**config.mk**
```make
export PLATFORM = sky130hd
export DESIGN_NAME = ultra_small_core
export DESIGN_NICKNAME = d
export VERILOG_FILES = /design/src/rtl/ultra_small_core_pkg.sv /design/src/rtl/ultra_small_core_regfile.sv /design/src/rtl/ultra_small_core.sv
export SDC_FILE = /design/constraint.sdc
export NUM_CORES = 2
export LEC_CHECK = 0
export ABC_CLOCK_PERIOD_IN_PS = 5600
export BUFFER_PORTS_ARGS = -buffer_cell sky130_fd_sc_hd__buf_4
export CORE_AREA = 2 2 280 490
export DETAILED_ROUTE_END_ITERATION = 8
export DIE_AREA = 0 0 282 492
export MAX_ROUTING_LAYER = met4
export PLACE_DENSITY_LB_ADDON = 0.1
export SYNTH_ARGS = -nofsm -noshare
export SYNTH_HDL_FRONTEND = slang
export SYNTH_SLANG_ARGS = --single-unit
```
**constraint.sdc**
```tcl
create_clock -name CLK -period 5.6 [get_ports CLK]
set_clock_uncertainty 0.2 [all_clocks]
set_input_delay 0.56 -clock CLK [delete_from_list [all_inputs] [get_ports CLK]]
set_output_delay 0.56 -clock CLK [all_outputs]
set_load 0.03 [all_outputs]
```
**src/rtl/ultra_small_core_pkg.sv**
```systemverilog
// Shared definitions for the bit-serial RV32I subset core.
// Covers instruction field encodings, FSM states, ALU control and an address helper.
package ultra_small_core_pkg;

  localparam logic [6:0] OP_R      = 7'b0110011;
  localparam logic [6:0] OP_I      = 7'b0010011;
  localparam logic [6:0] OP_LOAD   = 7'b0000011;
  localparam logic [6:0] OP_STORE  = 7'b0100011;
  localparam logic [6:0] OP_BRANCH = 7'b1100011;

  localparam logic [2:0] F3_ADD = 3'b000;
  localparam logic [2:0] F3_XOR = 3'b100;
  localparam logic [2:0] F3_OR  = 3'b110;
  localparam logic [2:0] F3_AND = 3'b111;
  localparam logic [2:0] F3_W   = 3'b010;
  localparam logic [2:0] F3_BEQ = 3'b000;
  localparam logic [2:0] F3_BNE = 3'b001;

  localparam logic [6:0] F7_BASE = 7'b0000000;
  localparam logic [6:0] F7_SUB  = 7'b0100000;

  localparam logic [31:0] PC_STEP = 32'd4;

  typedef enum logic [2:0] {
    ST_IF   = 3'd0,
    ST_ID   = 3'd1,
    ST_EX   = 3'd2,
    ST_MEM1 = 3'd3,
    ST_MEM2 = 3'd4,
    ST_WB   = 3'd5,
    ST_HALT = 3'd6
  } state_e;

  typedef enum logic [2:0] {
    ALU_ADD = 3'd0,
    ALU_SUB = 3'd1,
    ALU_XOR = 3'd2,
    ALU_OR  = 3'd3,
    ALU_AND = 3'd4,
    ALU_CMP = 3'd5
  } alu_e;

  // Clears the byte offset so PC and data addresses stay word-aligned.
  function automatic logic [31:0] word_align(input logic [31:0] addr);
    return addr & 32'hFFFF_FFFC;
  endfunction

endpackage

```
**src/rtl/ultra_small_core_regfile.sv**
```systemverilog
// 32x32 register file: two asynchronous read ports, one synchronous write port.
// x0 reads as zero and is never written.
module ultra_small_core_regfile (
  input  logic        clk,
  input  logic [4:0]  raddr1,
  input  logic [4:0]  raddr2,
  input  logic        we,
  input  logic [4:0]  waddr,
  input  logic [31:0] wdata,
  output logic [31:0] rdata1,
  output logic [31:0] rdata2
);

  logic [31:0] mem [0:31];

  // Write port; contents deliberately not reset so they survive a core reset.
  always_ff @(posedge clk) begin
    if (we && (waddr != 5'd0)) begin
      mem[waddr] <= wdata;
    end
  end

  // Read ports with x0 hardwired to zero.
  always_comb begin
    rdata1 = (raddr1 == 5'd0) ? 32'd0 : mem[raddr1];
    rdata2 = (raddr2 == 5'd0) ? 32'd0 : mem[raddr2];
  end

endmodule

```
**src/rtl/ultra_small_core.sv**
```systemverilog
// Bit-serial RV32I subset core: one operand bit per cycle through a 1-bit ALU.
// IF -> ID -> EX(32) -> [MEM(2)] -> WB; unsupported instructions park the core in HALT.
module ultra_small_core
  import ultra_small_core_pkg::*;
(
  input  logic        CLK,
  input  logic        RST,
  output logic [31:0] ROUT,
  output logic        HALT,
  output logic [31:0] I_ADDR,
  input  logic [31:0] I_DATA,
  output logic [31:0] D_ADDR,
  input  logic [31:0] D_DATA,
  output logic [31:0] D_WDATA,
  output logic [3:0]  D_WE
);

  state_e      state_r, state_n_s;
  alu_e        alu_r, dec_alu_s;
  logic [31:0] pc_r, ir_r, a_r, b_r, res_r, load_r;
  logic [31:0] rout_r, d_addr_r, d_wdata_r;
  logic [3:0]  d_we_r;
  logic [4:0]  cnt_r;
  logic        carry_r, mism_r, halt_r;

  logic [6:0]  opcode_s, f7_s;
  logic [2:0]  f3_s;
  logic [4:0]  rd_s, rs1_s, rs2_s;
  logic [31:0] imm_i_s, imm_s_s, imm_b_s, dec_imm_s;
  logic        dec_ok_s, use_imm_s;
  logic        is_load_s, is_store_s, is_branch_s, writes_s, taken_s, we_s;
  logic [31:0] rdata1_s, rdata2_s, wb_data_s, res_n_s, pc_next_s;
  logic        b_bit_s, sum_s, carry_n_s, res_bit_s;

  assign opcode_s = ir_r[6:0];
  assign rd_s     = ir_r[11:7];
  assign f3_s     = ir_r[14:12];
  assign rs1_s    = ir_r[19:15];
  assign rs2_s    = ir_r[24:20];
  assign f7_s     = ir_r[31:25];
  assign imm_i_s  = {{20{ir_r[31]}}, ir_r[31:20]};
  assign imm_s_s  = {{20{ir_r[31]}}, ir_r[31:25], ir_r[11:7]};
  assign imm_b_s  = {{19{ir_r[31]}}, ir_r[31], ir_r[7], ir_r[30:25], ir_r[11:8], 1'b0};

  assign is_load_s   = (opcode_s == OP_LOAD);
  assign is_store_s  = (opcode_s == OP_STORE);
  assign is_branch_s = (opcode_s == OP_BRANCH);
  assign writes_s    = (opcode_s == OP_R) || (opcode_s == OP_I) || is_load_s;

  ultra_small_core_regfile regfile0 (
    .clk    (CLK),
    .raddr1 (rs1_s),
    .raddr2 (rs2_s),
    .we     (we_s),
    .waddr  (rd_s),
    .wdata  (wb_data_s),
    .rdata1 (rdata1_s),
    .rdata2 (rdata2_s)
  );

  // Instruction decode: legality, ALU operation and B-operand source.
  always_comb begin
    dec_ok_s  = 1'b0;
    dec_alu_s = ALU_ADD;
    use_imm_s = 1'b0;
    dec_imm_s = imm_i_s;
    case (opcode_s)
      OP_R: begin
        if (f7_s == F7_BASE) begin
          case (f3_s)
            F3_ADD:  begin dec_ok_s = 1'b1; dec_alu_s = ALU_ADD; end
            F3_XOR:  begin dec_ok_s = 1'b1; dec_alu_s = ALU_XOR; end
            F3_OR:   begin dec_ok_s = 1'b1; dec_alu_s = ALU_OR;  end
            F3_AND:  begin dec_ok_s = 1'b1; dec_alu_s = ALU_AND; end
            default: dec_ok_s = 1'b0;
          endcase
        end else if ((f7_s == F7_SUB) && (f3_s == F3_ADD)) begin
          dec_ok_s  = 1'b1;
          dec_alu_s = ALU_SUB;
        end else begin
          dec_ok_s = 1'b0;
        end
      end
      OP_I: begin
        use_imm_s = 1'b1;
        case (f3_s)
          F3_ADD:  begin dec_ok_s = 1'b1; dec_alu_s = ALU_ADD; end
          F3_XOR:  begin dec_ok_s = 1'b1; dec_alu_s = ALU_XOR; end
          F3_OR:   begin dec_ok_s = 1'b1; dec_alu_s = ALU_OR;  end
          F3_AND:  begin dec_ok_s = 1'b1; dec_alu_s = ALU_AND; end
          default: dec_ok_s = 1'b0;
        endcase
      end
      OP_LOAD: begin
        use_imm_s = 1'b1;
        dec_ok_s  = (f3_s == F3_W);
      end
      OP_STORE: begin
        use_imm_s = 1'b1;
        dec_imm_s = imm_s_s;
        dec_ok_s  = (f3_s == F3_W);
      end
      OP_BRANCH: begin
        dec_alu_s = ALU_CMP;
        dec_ok_s  = (f3_s == F3_BEQ) || (f3_s == F3_BNE);
      end
      default: dec_ok_s = 1'b0;
    endcase
  end

  // One-bit ALU slice; SUB inverts B and relies on the carry preset to 1.
  always_comb begin
    b_bit_s   = b_r[0] ^ (alu_r == ALU_SUB);
    sum_s     = a_r[0] ^ b_bit_s ^ carry_r;
    carry_n_s = (a_r[0] & b_bit_s) | (carry_r & (a_r[0] ^ b_bit_s));
    case (alu_r)
      ALU_XOR: res_bit_s = a_r[0] ^ b_r[0];
      ALU_OR:  res_bit_s = a_r[0] | b_r[0];
      ALU_AND: res_bit_s = a_r[0] & b_r[0];
      default: res_bit_s = sum_s;
    endcase
    res_n_s = {res_bit_s, res_r[31:1]};
  end

  // Writeback selection and next PC.
  always_comb begin
    wb_data_s = is_load_s ? load_r : res_r;
    if (f3_s == F3_BNE) begin
      taken_s = mism_r;
    end else begin
      taken_s = ~mism_r;
    end
    if (is_branch_s && taken_s) begin
      pc_next_s = word_align(pc_r + imm_b_s);
    end else begin
      pc_next_s = word_align(pc_r + PC_STEP);
    end
    we_s = (state_r == ST_WB) && writes_s && !RST;
  end

  // Next-state logic.
  always_comb begin
    state_n_s = state_r;
    case (state_r)
      ST_IF:   state_n_s = ST_ID;
      ST_ID:   state_n_s = dec_ok_s ? ST_EX : ST_HALT;
      ST_EX: begin
        if (cnt_r == 5'd31) begin
          state_n_s = (is_load_s || is_store_s) ? ST_MEM1 : ST_WB;
        end else begin
          state_n_s = ST_EX;
        end
      end
      ST_MEM1: state_n_s = ST_MEM2;
      ST_MEM2: state_n_s = ST_WB;
      ST_WB:   state_n_s = ST_IF;
      ST_HALT: state_n_s = ST_HALT;
      default: state_n_s = ST_IF;
    endcase
  end

  // State register.
  always_ff @(posedge CLK) begin
    if (RST) begin
      state_r <= ST_IF;
    end else begin
      state_r <= state_n_s;
    end
  end

  // Datapath registers; the store strobe defaults low so it lasts one cycle.
  always_ff @(posedge CLK) begin
    if (RST) begin
      pc_r      <= 32'd0;
      ir_r      <= 32'd0;
      a_r       <= 32'd0;
      b_r       <= 32'd0;
      res_r     <= 32'd0;
      load_r    <= 32'd0;
      carry_r   <= 1'b0;
      mism_r    <= 1'b0;
      cnt_r     <= 5'd0;
      alu_r     <= ALU_ADD;
      halt_r    <= 1'b0;
      rout_r    <= 32'd0;
      d_we_r    <= 4'b0000;
      d_addr_r  <= 32'd0;
      d_wdata_r <= 32'd0;
    end else begin
      d_we_r <= 4'b0000;
      case (state_r)
        ST_IF: ir_r <= I_DATA;
        ST_ID: begin
          if (dec_ok_s) begin
            a_r     <= rdata1_s;
            b_r     <= use_imm_s ? dec_imm_s : rdata2_s;
            res_r   <= 32'd0;
            cnt_r   <= 5'd0;
            mism_r  <= 1'b0;
            alu_r   <= dec_alu_s;
            carry_r <= (dec_alu_s == ALU_SUB);
          end else begin
            halt_r <= 1'b1;
          end
        end
        ST_EX: begin
          a_r     <= {1'b0, a_r[31:1]};
          b_r     <= {1'b0, b_r[31:1]};
          res_r   <= res_n_s;
          carry_r <= carry_n_s;
          mism_r  <= mism_r | (a_r[0] ^ b_r[0]);
          cnt_r   <= cnt_r + 5'd1;
          if ((cnt_r == 5'd31) && (is_load_s || is_store_s)) begin
            d_addr_r <= word_align(res_n_s);
            if (is_store_s) begin
              d_we_r    <= 4'b1111;
              d_wdata_r <= rdata2_s;
            end
          end
        end
        ST_MEM2: load_r <= D_DATA;
        ST_WB: begin
          if (writes_s && (rd_s != 5'd0)) begin
            rout_r <= wb_data_s;
          end
          pc_r <= pc_next_s;
        end
        default: ;
      endcase
    end
  end

  assign ROUT    = rout_r;
  assign HALT    = halt_r;
  assign I_ADDR  = pc_r;
  assign D_ADDR  = d_addr_r;
  assign D_WDATA = d_wdata_r;
  assign D_WE    = d_we_r;

endmodule

```
==> reports/qor.yml <==
outcome: "finished clean"
setup_ws_ns: 1.53
fin_util_pct: 51.4
synth_edf_count: 1024
drt_iter0_drc: 3577
p_comb_share_pct: 12.5
worstMarginPinSlew_ns: 1.23
pre_cts_ws_ns: 1.56
track_usage_pct: 29.0
yosysSeqAreaShare_pct: 61.1
stdcell_area_um2: 69400
grt_pass1_vias: 37300
antenna_found_initial: 6
cts_tree: "built"
cts_setup_buffers: 0
drt-total-wl_um: 195000
cts_buffers: 121
layout_commonest_cell: "edfxtp_1"
setup_tns_ns: 0
async_flop_share_pct: 0
cts_resized: 0
final_cell_mix: "edfxtp_1 (1024), mux4_2 (640), nand2_1 (359), dfxtp_1 (299), buf_4 (275)"
clkPwrFrac_pct: 38.8
yosysWarnings: 0
yosysTopAreaCell: "edfxtp_1"
path_clk_slew_ns: 0.07
crit_type: "flip-flop to flip-flop"
hold_class: "primary input to flip-flop"
grt_pass1_wl_um: 275000
dieArea_um2: 139000
hpwl_um: 119000
ys.flop_type: "edfxtp_1"
io_pins: 199
clockBufferDepth: 3
pwr-share-seq_pct: 48.7
clkSinkCount: 1333
nNetsFinal: 3982
timing.final.crit_share_pct: 72.6
crit_required_ns: 5.83
vdd_drop_max_uv: 287
clock_latency_ns: 0.76
ff2ff_setup_slack_ns: 1.53
crit_fanout: 17
swShare_pct: 25.1
num_rows: 179
intPower_w: 0.0167
timing.hold.ws_ns: 0.0773
route.detailed.drc: 0
syn_avg_cell_area_um2: 16.5
grt_max_degree: 93
vias: 36500
routabilityCongestion: 0.873
placed_cell_area_um2: 64600
numPortBuffers: 194
via_per_inst: 6.27
die_w_um: 282
core_um2: 135000
post-route-min-period_ns: 4.07
grt_setup_unrepaired: "no"
max_freq_ghz: 0.246
finalHoldViolations: 0
max-cap-violations: 0
drive_gt1_share_pct: 31.7
start_kind: "flip-flop"
grt_overflow: 0
ys_ff_latch: 1333
register_area_um2: 37000
p_leak_nw: 22.1
synth_cells: 3671
start_util_pct: 44.7
multi_input_area_um2: 22600
slew_violations: 0
nFillCells: 11100
area.growth.synth_to_final_pct: 14.9
ys_types: 74
die_h_um: 492
htree_levels: 3
syn-cell-area_um2: 60400
cp.arrival_ns: 4.29
dr.pass1.iters: 6
relSlewSlack_pct: 18.0
synth_top_area_share_pct: 50.9
synth_area_leaders: "edfxtp_1 (51%), mux4_2 (24%), dfxtp_1 (10%)"
setup_violations: 0
crit_path_end_kind: "flip-flop"
power.density_nw_per_um2: 321
wl_per_cell_um: 33.4
antenna_left: 0
cts_root_buf: "clkbuf_16"
p_switching_w: 0.00560
==> cell families (layout without fill, tap and decap cells) <==
kind of cell	after synthesis	count (layout)	synth area share (%)
multiplexers	782	782	26.3
adder cells (fa/ha/maj)	16	16	0.356
XOR/XNOR	25	25	0.362
flip-flops	1333	1333	61.1
buffers and inverters	313	614	2.22
other	1	39	0.00621
AO/OA/AOI/OAI	332	332	3.28
AND/OR/NAND/NOR	869	869	6.35
==> what timing repair did <==
| item | in CTS | in global routing |
|---|---|---|
| endpoints found under the setup margin | 0 | 0 |
| hold endpoints to repair | 74 | 0 |
| hold buffers | 64 | 0 |
==> power by group through the flow <==
stage          Combinational [W]  Sequential, W  Clock (W)
2_1_floorplan            0.00205         0.0109          0
3_3_place_gp             0.00277         0.0111          0
3_5_place_dp             0.00277         0.0111          0
4_1_cts                  0.00282         0.0109    0.00880
5_1_grt                  0.00294         0.0109    0.00913
6_report                 0.00279         0.0109    0.00865
==> per-stage QoR <==
step	total power [W]	cells
2_1_floorplan	0.0129	3706
3_3_place_gp	0.0139	5523
3_5_place_dp	0.0139	5523
4_1_cts	0.0225	5817
5_1_grt	0.0229	5819
6_report	0.0223	5820
==> sequential cells by signal (all words and copies together) (netlist names), 5 cells and up, named ones only <==
signal,count
regfile0.mem,1024
D_WDATA,32
ROUT,32
a_r,32
b_r,32
ir_r,32
load_r,32
res_r,32
D_ADDR,30
I_ADDR,30
cnt_r,5
==> path summary, 6_finish.rpt <==
path,start,cells after the start,end
setup / recovery,ir_r[2],8,regfile0.mem[19][10]
hold / removal,RST,2,D_WE[2]
setup reg to reg,ir_r[2],8,regfile0.mem[19][10]
hold reg to reg,D_WDATA[6],2,D_WDATA[6]
==> layer usage <==
layer	up-vias	global-route usage, %	share of wire [%]
met1	19500	34.9	37
met3	354	3.39	6.1
met2	1495	49.8	53
met5	-	-	0
li1	15100	-	-
met4	0	11.1	4.0
==> Yosys cell counts, drive strengths merged, types with 14 or more instances <==
cell type,count
nand3,67
buf,119
clkbuf,185
edfxtp,1024
and3,15
nor2,260
dfxtp,309
a21oi,225
nor4,30
nor3,55
mux4,640
mux2,34
o22a,29
mux2i,108
ha,14
nand4,16
xnor2,18
nand2,361
==> cell type report <==
class / count / share of cell area [%]
Tap cell: 1810 / 3.26
Multi-Input combinational cell: 2060 / 32.5
Clock inverter: 69 / 1.02
Clock buffer: 161 / 4.93
Antenna cell: 3 / 0.0108
Sequential cell: 1333 / 53.3
Timing Repair Buffer: 375 / 4.93
Inverter: 9 / 0.0487
==> worst max-delay path: stages, from the launching register on <==
cell	delay, ns
dfxtp_1	0.31
nor2_1	0.15
and3_1	0.31
nand2b_1	0.22
nor4_4	0.35
nor2b_1	0.40
nand3_1	0.67
nor2_4	0.76
buf_12	0.33
(Power assumes the default switching activity.)
